**src/rtl/rx_pause_ctrl.sv**
```systemverilog
// Receive-side PAUSE scheduler: captures pause_quanta for flagged PAUSE frames and
// runs the transmit pause handshake plus the quanta timer on the 64-bit rxclk datapath.
module rx_pause_ctrl #(
  parameter int QUANTA_CYCLES = 8,
  parameter int CNT_W         = 16
) (
  input  logic             rxclk,
  input  logic             reset,
  input  logic             pause_enable,
  input  logic             pause_frame,
  input  logic             pause_quanta_vld,
  input  logic [CNT_W-1:0] pause_quanta,
  input  logic             good_frame_get,
  input  logic             bad_frame_get,
  input  logic             tx_pause_ack,
  output logic             tx_pause_req,
  output logic             pause_active,
  output logic [CNT_W-1:0] quanta_remaining,
  output logic             pause_cnt_inc
);

  // Handshake: tx_pause_req is a level held until the pause ends; tx_pause_ack is a level
  // sampled only in REQ, meaning the transmitter has drained its current frame and is idle.

  localparam logic [7:0]       PRESC_LOAD = 8'(QUANTA_CYCLES - 1);
  localparam logic [CNT_W-1:0] ONE        = CNT_W'(1);

  typedef enum logic [1:0] {IDLE, REQ, PAUSED} state_t;

  state_t           state;
  logic             pending;
  logic [CNT_W-1:0] cap_q;
  logic [CNT_W-1:0] timer;
  logic [7:0]       presc;

  logic good_ok;
  logic upd;
  logic upd_nz;

  // A simultaneous good+bad verdict is treated as bad.
  assign good_ok = good_frame_get & ~bad_frame_get;
  assign upd     = good_ok & pending & pause_enable;
  assign upd_nz  = upd & (cap_q != '0);

  assign quanta_remaining = timer;

  always_ff @(posedge rxclk or posedge reset) begin
    if (reset) begin
      pending <= 1'b0;
      cap_q   <= '0;
    end else if (!pause_enable) begin
      pending <= 1'b0;
    end else begin
      if (pending && pause_quanta_vld)
        cap_q <= pause_quanta;
      // A new PAUSE frame wins over a verdict: the verdict closes the old frame.
      if (pause_frame) begin
        pending <= 1'b1;
        cap_q   <= '0;
      end else if (good_frame_get || bad_frame_get) begin
        pending <= 1'b0;
      end
    end
  end

  always_ff @(posedge rxclk or posedge reset) begin
    if (reset)
      pause_cnt_inc <= 1'b0;
    else
      pause_cnt_inc <= upd;
  end

  always_ff @(posedge rxclk or posedge reset) begin
    if (reset) begin
      state        <= IDLE;
      timer        <= '0;
      presc        <= '0;
      tx_pause_req <= 1'b0;
      pause_active <= 1'b0;
    end else if (!pause_enable) begin
      state        <= IDLE;
      timer        <= '0;
      presc        <= '0;
      tx_pause_req <= 1'b0;
      pause_active <= 1'b0;
    end else begin
      case (state)
        IDLE: begin
          if (upd_nz) begin
            state        <= REQ;
            timer        <= cap_q;
            tx_pause_req <= 1'b1;
          end
        end
        REQ: begin
          if (upd) begin
            if (upd_nz) begin
              timer <= cap_q;
            end else begin
              state        <= IDLE;
              timer        <= '0;
              tx_pause_req <= 1'b0;
            end
          end else if (tx_pause_ack) begin
            state        <= PAUSED;
            presc        <= PRESC_LOAD;
            pause_active <= 1'b1;
          end
        end
        PAUSED: begin
          if (upd) begin
            if (upd_nz) begin
              timer <= cap_q;
              presc <= PRESC_LOAD;
            end else begin
              state        <= IDLE;
              timer        <= '0;
              presc        <= '0;
              tx_pause_req <= 1'b0;
              pause_active <= 1'b0;
            end
          end else if (presc != '0) begin
            presc <= presc - 8'd1;
          end else if (timer == ONE) begin
            // Timer is only ever loaded non-zero here, so it cannot wrap.
            state        <= IDLE;
            timer        <= '0;
            tx_pause_req <= 1'b0;
            pause_active <= 1'b0;
          end else begin
            presc <= PRESC_LOAD;
            timer <= timer - ONE;
          end
        end
        default: begin
          state        <= IDLE;
          timer        <= '0;
          presc        <= '0;
          tx_pause_req <= 1'b0;
          pause_active <= 1'b0;
        end
      endcase
    end
  end

endmodule

```
**config.mk**
```make
export PLATFORM = sky130hd
export DESIGN_NAME = rx_pause_ctrl
export DESIGN_NICKNAME = d
export VERILOG_FILES = /design/src/rtl/rx_pause_ctrl.sv
export SDC_FILE = /design/constraint.sdc
export NUM_CORES = 1
export LEC_CHECK = 0
export BUFFER_PORTS_ARGS = -buffer_cell sky130_fd_sc_hd__buf_2
export CORE_MARGIN = 4
export CORE_UTILIZATION = 55
export CTS_BUF_LIST = sky130_fd_sc_hd__clkbuf_4
export CTS_CLUSTER_DIAMETER = 30
export CTS_CLUSTER_SIZE = 24
export DETAILED_ROUTE_END_ITERATION = 10
export PLACE_DENSITY = 0.89
export SETUP_SLACK_MARGIN = 0.4
export SLEW_MARGIN = 30
export SYNTH_ARGS = -nofsm -noshare
export SYNTH_HDL_FRONTEND = slang
export SYNTH_SLANG_ARGS = --single-unit
```
**constraint.sdc**
```tcl
create_clock -name rxclk -period 4.95 [get_ports rxclk]
set_clock_uncertainty 0.1 [all_clocks]
set_input_delay 0 -clock rxclk [delete_from_list [all_inputs] [get_ports rxclk]]
set_output_delay 0 -clock rxclk [all_outputs]
set_load 0.05 [all_outputs]
```
### Word-level counts from Yosys, hierarchy flattened

Index checks and enable logic that the tools add are counted.

| storage, ports and cells | value |
|---|---|
| output and inout port bits | 19 |
| logic and storage cells | 85 |
| input bits | 24 |
| register bits | 46 |

| operators by class | value |
|---|---|
| bitwise logic cells | 5 |
| equality and inequality tests | 14 |
| add/sub/neg operators | 2 |
| reductions and logical operators | 12 |
| muxes and demuxes | 44 |

Operators by type and width:

| operator | count |
|---|---|
| $mux 16 | 9 |
| $mux 8 | 6 |
| $pmux 16 s3 | 1 |
| $pmux 8 s3 | 1 |
| $eq 16x1->1 const B | 1 |
| $mux 2 | 8 |
| $ne 4x4->1 const B | 4 |
| $reduce_bool 16->1 | 1 |
| $sub 16x1->16 const B | 1 |
| $mux 1 | 15 |
| $ne 3x3->1 const B | 4 |
| $reduce_and 4->1 | 3 |
| $reduce_bool 8->1 | 1 |
| $sub 8x1->8 const B | 1 |
| $pmux 1 s3 | 2 |
| $pmux 2 s3 | 1 |
| $reduce_and 6->1 | 1 |
| $ne 5x5->1 const B | 1 |
| $and 1x1->1 | 4 |
| $mux 3 | 1 |
| $ne 3x1->1 const B | 1 |
| $reduce_and 3->1 | 1 |
| $eq 2x1->1 const B | 1 |
| $eq 2x2->1 const B | 1 |
| other kinds (7) | 7 |

### Longest topological paths before layout

Gate-level depths: netlist of run 1.

| logic depth | value |
|---|---|
| depth in word-level cells | 9 |
| depth in mapped cells | 10 |
| mapped depth without buffers | 7 |

### Worst setup path before layout of run 1

Ideal clock, no wire load.

| timing | value |
|---|---|
| path type | register to register |
| from | register timer[9], in the netlist quanta_remaining[9] |
| to | register state[1] |
| stages on the path, launching flop included | 6 |
| required time | 4.725 ns |
| arrival | 2.184 ns |
| slack | 2.541 ns |
| setup time | 0.125 ns |
| period minus slack after synthesis | 2.409 ns |
| buffers on the path | 0 |
| path through | dfrtp_1 -> or4_4 -> nor4_4 -> and3b_4 -> o211ai_2 -> mux2_4 |

| between the ends | value |
|---|---|
| longest elaborated chain between the ends | 3 |

Ends and longest elaborated chain:

| element | line | source |
|---|---|---|
| start: declaration | 33 | `logic [CNT_W-1:0] timer;` |
| start signal: assignment | 91 | `timer <= cap_q;` |
| start signal: assignment | 98 | `timer <= cap_q;` |
| start signal: assignment | 113 | `timer <= cap_q;` |
| $eq 16x1->1 | 124 | `end else if (timer == ONE) begin` |
| $ne 4x4->1 (no source line) | - |  |
| $reduce_and 4->1 (no source line) | - |  |
| end signal: assignment | 116 | `state <= IDLE;` |
| end signal: assignment | 126 | `state <= IDLE;` |
| end signal: assignment | 136 | `state <= IDLE;` |
| end: declaration | 30 | `state_t state;` |

Every way passes these cells.
A chain may end at the register's enable or synchronous reset.

### Final worst setup path of run 1

| timing | value |
|---|---|
| from | register cap_q[6] |
| to | register timer[12], in the netlist quanta_remaining[12] |

| between the ends | value |
|---|---|
| longest elaborated chain between the ends | 6 |
| elaborated cells between the ends (all ways) | 9 |
| classes of those cells | 1 x eq/ne; 5 x mux; 1 x bitwise; 2 x reduce/logical |

Ends and longest elaborated chain:

| element | line | source |
|---|---|---|
| start: declaration | 32 | `logic [CNT_W-1:0] cap_q;` |
| start signal: assignment | 55 | `cap_q <= pause_quanta;` |
| $reduce_bool 16->1 * | 43 | `assign upd_nz = upd & (cap_q != '0);` |
| $and 1x1->1 * | 43 |  |
| $mux 16 | 97, 112 |  |
| $mux 16 (on tied branches) | 111, 96 |  |
| $pmux 16 s3 | 87 | `case (state)` |
| $mux 16 | 80 | `end else if (!pause_enable) begin` |

Every way passes the cells marked *; elsewhere a longest branch is shown, timed or not. The select of a mux whose other input is x is not followed.

==> impl_metrics.ini, run 1 <==
[drt]
via_count = 2796
drt_iter0_markers = 324
drt-total-wl_um = 7921
avgViaCountPerCell = 6.105
drtPass1Iterations = 6
drc = 0
wire_per_inst_um = 17.29
ant_nets = 0

[synthesis]
synth_flop_cell = dfrtp_1
yosys_warnings = 0
ys_ff_latch = 46
ys_seq_area_frac = 0.4010
synth.avg_cell_area_um2 = 9.083
mappedNetlistNets = 348
synth_edf_count = 0
async_flop_share = 1.000
synth.distinct_cells = 56
synth_cells = 316
synth_area_um2 = 2870

[timing]
finalMaxSlewViolations = 0
setup_viol = 0
slew_headroom = 0.4485
rsz0062_at_grt = no
hold_violations = 0
max_freq_ghz = 0.3512
worst_pin_slew_ns = 0.8253
tns_ns = 0
finalCritPeriodShare = 0.5752
period_needed_ns = 2.847

[floorplan]
die_x_um = 80.24
initial_core_util = 0.5656
core_area_um2 = 5075
die_area_um2 = 6438
row_count = 26
die_h_um = 80.24
pin_count = 43

[setup_path]
endpoint_kind = register
crit_cells = 5
path_buf_inv = 0
cpPeakStageDelay_ns = 0.70
cp.required_ns = 5.09
cpMaxStageDelayCell = a21oi_1
crit_family = simple AND/OR/NAND/NOR gates
critPathMaxFanout = 16
arrival_ns = 2.99
start_kind = register
crit_type = reg -> reg
crit_chain = nor4_1 -> nand4_1 -> a21oi_1 -> or3_1 -> o22ai_1
reg2regPathDepth = 5

[place]
gp_routability_congestion = 0.9719
hpwl_um = 4955
port_buffers = 42
dp.cells = 414

[power]
clockPowerShare = 0.109
seqPwrFrac = 0.261
comb_power_share = 0.631
switchingPower_mw = 1.165
ir_drop_uv = 326.0
p_int_mw = 1.074
p_leak_nw = 1.579
p_per_area_nw_per_um2 = 633.3
netSwitchingFraction = 0.5204

[clocking]
h-tree-depth = 2
cts_root_buf = clkbuf_4
cts_inserted_buffers = 5
path_clk_slew_ns = 0.13
cts_tree = built
cts_buffer_depth = 2
clk_latency_ns = 0.38
clkSinkCount = 46
postCtsSetupBuffers = 0

[global_routing]
grt_pass1_vias = 2849
grt_overflow_total = 0
grt_pass1_wl_um = 13480
grt_use_total = 0.2650
antenna_found_initial = 0
grt_max_degree = 47

[final_layout]
fin_nets = 419
layout-drive-gt1-share = 0.1649
final_cells = 458
n_antenna_cell = 0
area_growth_pct = 23.19

[outcome]
outcome = complete, no violations

[min_path]
whs_path_depth = 3
hp-class = in -> reg

[flow_run]
cap_violations = 0
==> power by group through the flow <==
stage                     clock network (mW)  logic, mW  registers [mW]
after floorplan                            0      0.906           0.755
after global placement                     0       1.35           0.577
after detailed placement                   0       1.35           0.587
after CTS                              0.243       1.38           0.578
after global routing                   0.256       1.53           0.596
final                                  0.243       1.41           0.584
==> metal layers <==
metal	vias up	GRT usage	routed length, µm
met1	1333	0.3525	3298
met3	18	0.05717	607
met4	0	0.07939	159
met5	-	0	0
li1	1308	-	-
met2	137	0.4329	3855
==> cell usage after synthesis, types with 2 or more instances <==
| cell type | number | share of area |
|---|---|---|
| clkbuf_1 | 9 | 0.012 |
| or4_4 | 2 | 0.0078 |
| nand4_1 | 3 | 0.0065 |
| o22ai_1 | 13 | 0.028 |
| a21oi_1 | 8 | 0.014 |
| nand4b_1 | 2 | 0.0061 |
| a211oi_2 | 2 | 0.0087 |
| nor4_4 | 2 | 0.015 |
| and2_1 | 2 | 0.0044 |
| o21ai_0 | 18 | 0.031 |
| nor2_1 | 12 | 0.016 |
| buf_2 | 2 | 0.0035 |
| nand3_1 | 12 | 0.021 |
| or3_1 | 2 | 0.0044 |
| nand3b_1 | 2 | 0.0052 |
| a22oi_1 | 9 | 0.024 |
| a211oi_1 | 11 | 0.029 |
| nand2b_1 | 20 | 0.044 |
| o21a_1 | 2 | 0.0052 |
| a32oi_1 | 7 | 0.021 |
| nor3_1 | 9 | 0.016 |
| dfrtp_1 | 46 | 0.40 |
| a32o_1 | 3 | 0.010 |
| o2bb2ai_1 | 6 | 0.018 |
| nor3b_1 | 2 | 0.0052 |
| nor4_1 | 8 | 0.017 |
| inv_1 | 27 | 0.035 |
| a21o_1 | 3 | 0.0078 |
| nand2_1 | 33 | 0.043 |
| xnor2_1 | 4 | 0.012 |
| ha_1 | 8 | 0.035 |
| buf_6 | 3 | 0.012 |
==> tightest hold or removal path, stage by stage <==
cell and delay, ns:
buf_2 0.23, nand2b_1 0.15, o21ai_0 0.07
==> repair_timing <==
action,in CTS,in global routing
resized for setup,0,0
hold buffers,36,0
endpoints found under the hold margin,67,0
==> area by class of cell <==
cell class	count	area, µm²
sequential	46	1151
clock buffer	7	52.55
timing repair buffer	79	578.1
tap	70	87.58
multi-input combinational	228	1535
inverter	27	101.3
fill	367	1539
clock inverter	1	30.03
==> per-stage QoR <==
| step | util | area (µm²) | worst slack, ns | hold WS (ns) | power, mW |
|---|---|---|---|---|---|
| 6_report | 0.6967 | 3536 | 2.103 | 0.02710 | 2.239 |
| 4_1_cts | 0.6967 | 3536 | 2.225 | 0.01058 | 2.200 |
| 2_1_floorplan | - | 2870 | 2.541 | 0.04808 | 1.661 |
| 5_1_grt | 0.6967 | 3536 | 1.783 | 0.06790 | 2.387 |
| 3_5_place_dp | 0.6095 | 3093 | 2.236 | 0.08017 | 1.936 |
| 3_3_place_gp | 0.6095 | 3093 | 2.265 | 0.07002 | 1.931 |
==> cells by family (layout without fill, tap and decap cells) <==
group / after synthesis / after routing / share of synthesized area
AO/OA/AOI/OAI: 96 / 96 / 0.2398
flip-flops: 46 / 46 / 0.4010
XOR/XNOR: 5 / 5 / 0.01526
multiplexers: 1 / 1 / 0.005230
buffers and inverters: 42 / 114 / 0.06408
AND/OR/NAND/NOR: 118 / 118 / 0.2398
adder cells (fa/ha/maj): 8 / 8 / 0.03487
==> sequential cells by signal, summed over array words and instances, names as in the netlist <==
register and cells:
cap_q 16, pause_active 1, pause_cnt_inc 1, pending 1, presc 8, quanta_remaining 16, state 2, tx_pause_req 1
==> placed cells by master (no fill, tap or decap), drive strengths merged, types with 12 or more instances in the layout <==
cell type	netlist	final
dfrtp	46	46
buf	5	43
dlygate4sd3	0	36
nand2	33	33
inv	27	26
nand2b	20	20
o21ai	19	19
o22ai	13	13
a211oi	13	13
nand3	12	12
nor2	12	12
==> final timing paths <==
| path | startpoint | end | slack (ns) |
|---|---|---|---|
| max | cap_q[6] | quanta_remaining[12] | 2.10 |
| min | pause_frame | cap_q[8] | 0.03 |
| max reg2reg | cap_q[6] | quanta_remaining[12] | 2.10 |
| min reg2reg | cap_q[1] | cap_q[1] | 0.45 |
| max in group asynchronous | reset | pause_active | 4.16 |
| min in group asynchronous | reset | state[0] | 0.19 |
(Power assumes the default switching activity.)
==> inputs of run 2 (changes only) <==
- CORE_UTILIZATION: 55 -> 53
- PLACE_DENSITY: 0.89 -> 0.9
- clock period: 4.95 -> 2.5 ns (I/O delays scaled with it)
==> run 2 against run 1 <==
  * Combinational power grew to 2.6 times the previous value
  * Core utilization grew 5.6 points
  * Non-clock buffer count grew 22
  * Highest routed layer unchanged
  * Clock-buffer cell count shrank 1
  * Flip-flop and latch count is the same
  * Sequential power grew 100%
  * Die area grew 3.4%
  * Critical endpoint is now quanta_remaining[2]
  * Worst hold slack gained 0.0024 ns
==> impl_metrics.ini, run 2 (same netlist as run 1, synthesis figures left out) <==
[timing]
whs_ns = 0.02950
period_needed_ns = 2.341
tns_ns = 0
rsz0062_at_grt = yes
timing.final.ws_setup_ns = 0.1593
max_freq_ghz = 0.4272
hold_violations = 0
setup_viol = 0
finalMaxSlewViolations = 0
finalCritPeriodShare = 0.9363
worst_pin_slew_ns = 0.8491
slew_headroom = 0.4326

[final_layout]
n_antenna_cell = 0
mostFrequentLayoutCells = 42 x buf_2, 39 x dfrtp_1, 36 x dlygate4sd3_1, 33 x nand2_1, 26 x inv_1
area_growth_pct = 35.70
layout_commonest_cell = buf_2
layout-drive-gt1-share = 0.2951
final_cells = 480
fin_area_um2 = 3895
fin_nets = 441

[global_routing]
grt_pass1_wl_um = 14970
grt_max_degree = 33
antenna_found_initial = 0
grt_pass1_vias = 3060
grt_use_total = 0.2976
grt_overflow_total = 0

[place]
hpwl_um = 5101
dp.cells = 423
placed_area_um2 = 3228
gp_routability_congestion = 0.8847
place_ws_ns = 0.1894
port_buffers = 42

[clocking]
clkSinkCount = 46
path_clk_slew_ns = 0.15
h-tree-depth = 2
cts_tree = built
cts_root_buf = clkbuf_4
clk_latency_ns = 0.39
cts_buffer_depth = 2
cts_inserted_buffers = 5

[setup_path]
path_buf_inv = 2
endpoint_kind = register
crit_chain = or4_4 -> nor4_4 -> buf_4 -> a211oi_4 -> buf_12 -> a211oi_2 -> o22ai_1
arrival_ns = 2.52
critPathMaxFanout = 10
cpMaxStageDelayCell = or4_4
start_kind = register
crit_family = simple AND/OR/NAND/NOR gates
cpPeakStageDelay_ns = 0.60
crit_type = reg -> reg
cp.required_ns = 2.68

[drt]
drt_iter0_markers = 403
drtPass1Iterations = 5
drc = 0
drt-total-wl_um = 9643
ant_nets = 0
via_count = 3195
avgViaCountPerCell = 6.656
wire_per_inst_um = 20.09

[power]
ir_drop_uv = 646.5
p_leak_nw = 1.710
p_per_area_nw_per_um2 = 1359

[floorplan]
die_h_um = 81.59
pin_count = 43
core_area_um2 = 5172
initial_core_util = 0.5549
die_area_um2 = 6657
row_count = 26
die_x_um = 81.59

[flow_run]
cap_violations = 0

[min_path]
hp-class = in -> reg

[outcome]
outcome = complete, no violations
[run 2: cell count changes in the layout (fill, tap and decap cells not counted), sizes merged]
cell / delta
buf: +22
clkbuf: -1
clkinvlp: +1
[run 2: what timing repair did]
| action | CTS | global route |
|---|---|---|
| hold buffers | 36 | 0 |
| resized for setup | 12 | 11 |
| endpoints found under the setup margin | 24 | 28 |
| hold endpoints to repair | 63 | 0 |
| setup buffers | 8 | 5 |
| pin swaps | 13 | 13 |
[run 2: report_power, final]
group          internal, mW  switching, mW  total (mW)
logic                  1.38           2.25        3.63
clock network         0.222          0.268       0.490
registers             0.924          0.247        1.17
total                  2.53           2.76        5.29
[run 2: area by class of cell]
type                       count  area, µm²
fill                         292       1277
sequential                    46       1160
inverter                      27      102.6
timing repair buffer         101      759.5
multi-input combinational    228       1703
tap                           70      87.58
clock inverter                 2      37.54
clock buffer                   6      45.04
[run 2: stage by stage]
stage,utilization,power (mW)
floorplan,-,3.413
global placement,0.6239,3.943
detailed placement,0.6241,4.037
CTS,0.7317,4.830
global route,0.7530,5.543
finish,0.7530,5.294
[run 2: worst paths after layout]
path / startpoint / end / slack [ns] / cells past startpoint
setup / recovery: quanta_remaining[8] / quanta_remaining[2] / 0.16 / 7
min in group asynchronous: reset / quanta_remaining[15] / 0.05 / 3
hold / removal: tx_pause_ack / state[0] / 0.03 / 4
setup reg to reg: quanta_remaining[8] / quanta_remaining[2] / 0.16 / 7
max in group asynchronous: reset / quanta_remaining[6] / 1.61 / 4
hold reg to reg: tx_pause_req / tx_pause_req / 0.45 / 1
[run 2: worst register-to-register path, stage by stage, from the launching register on]
cell and delay [ns]:
dfrtp_2 0.44, or4_4 0.60, nor4_4 0.27, buf_4 0.19, a211oi_4 0.07, buf_12 0.16, a211oi_2 0.26, o22ai_1 0.14
[run 2: per-layer routing]
metal,wire (µm),vias up,GRT usage,share of wire
met5,0,-,0,0
met4,629,0,0.1844,0.065
met3,849,66,0.05811,0.088
met2,4677,258,0.4984,0.49
met1,3487,1523,0.3513,0.36
li1,-,1348,-,-
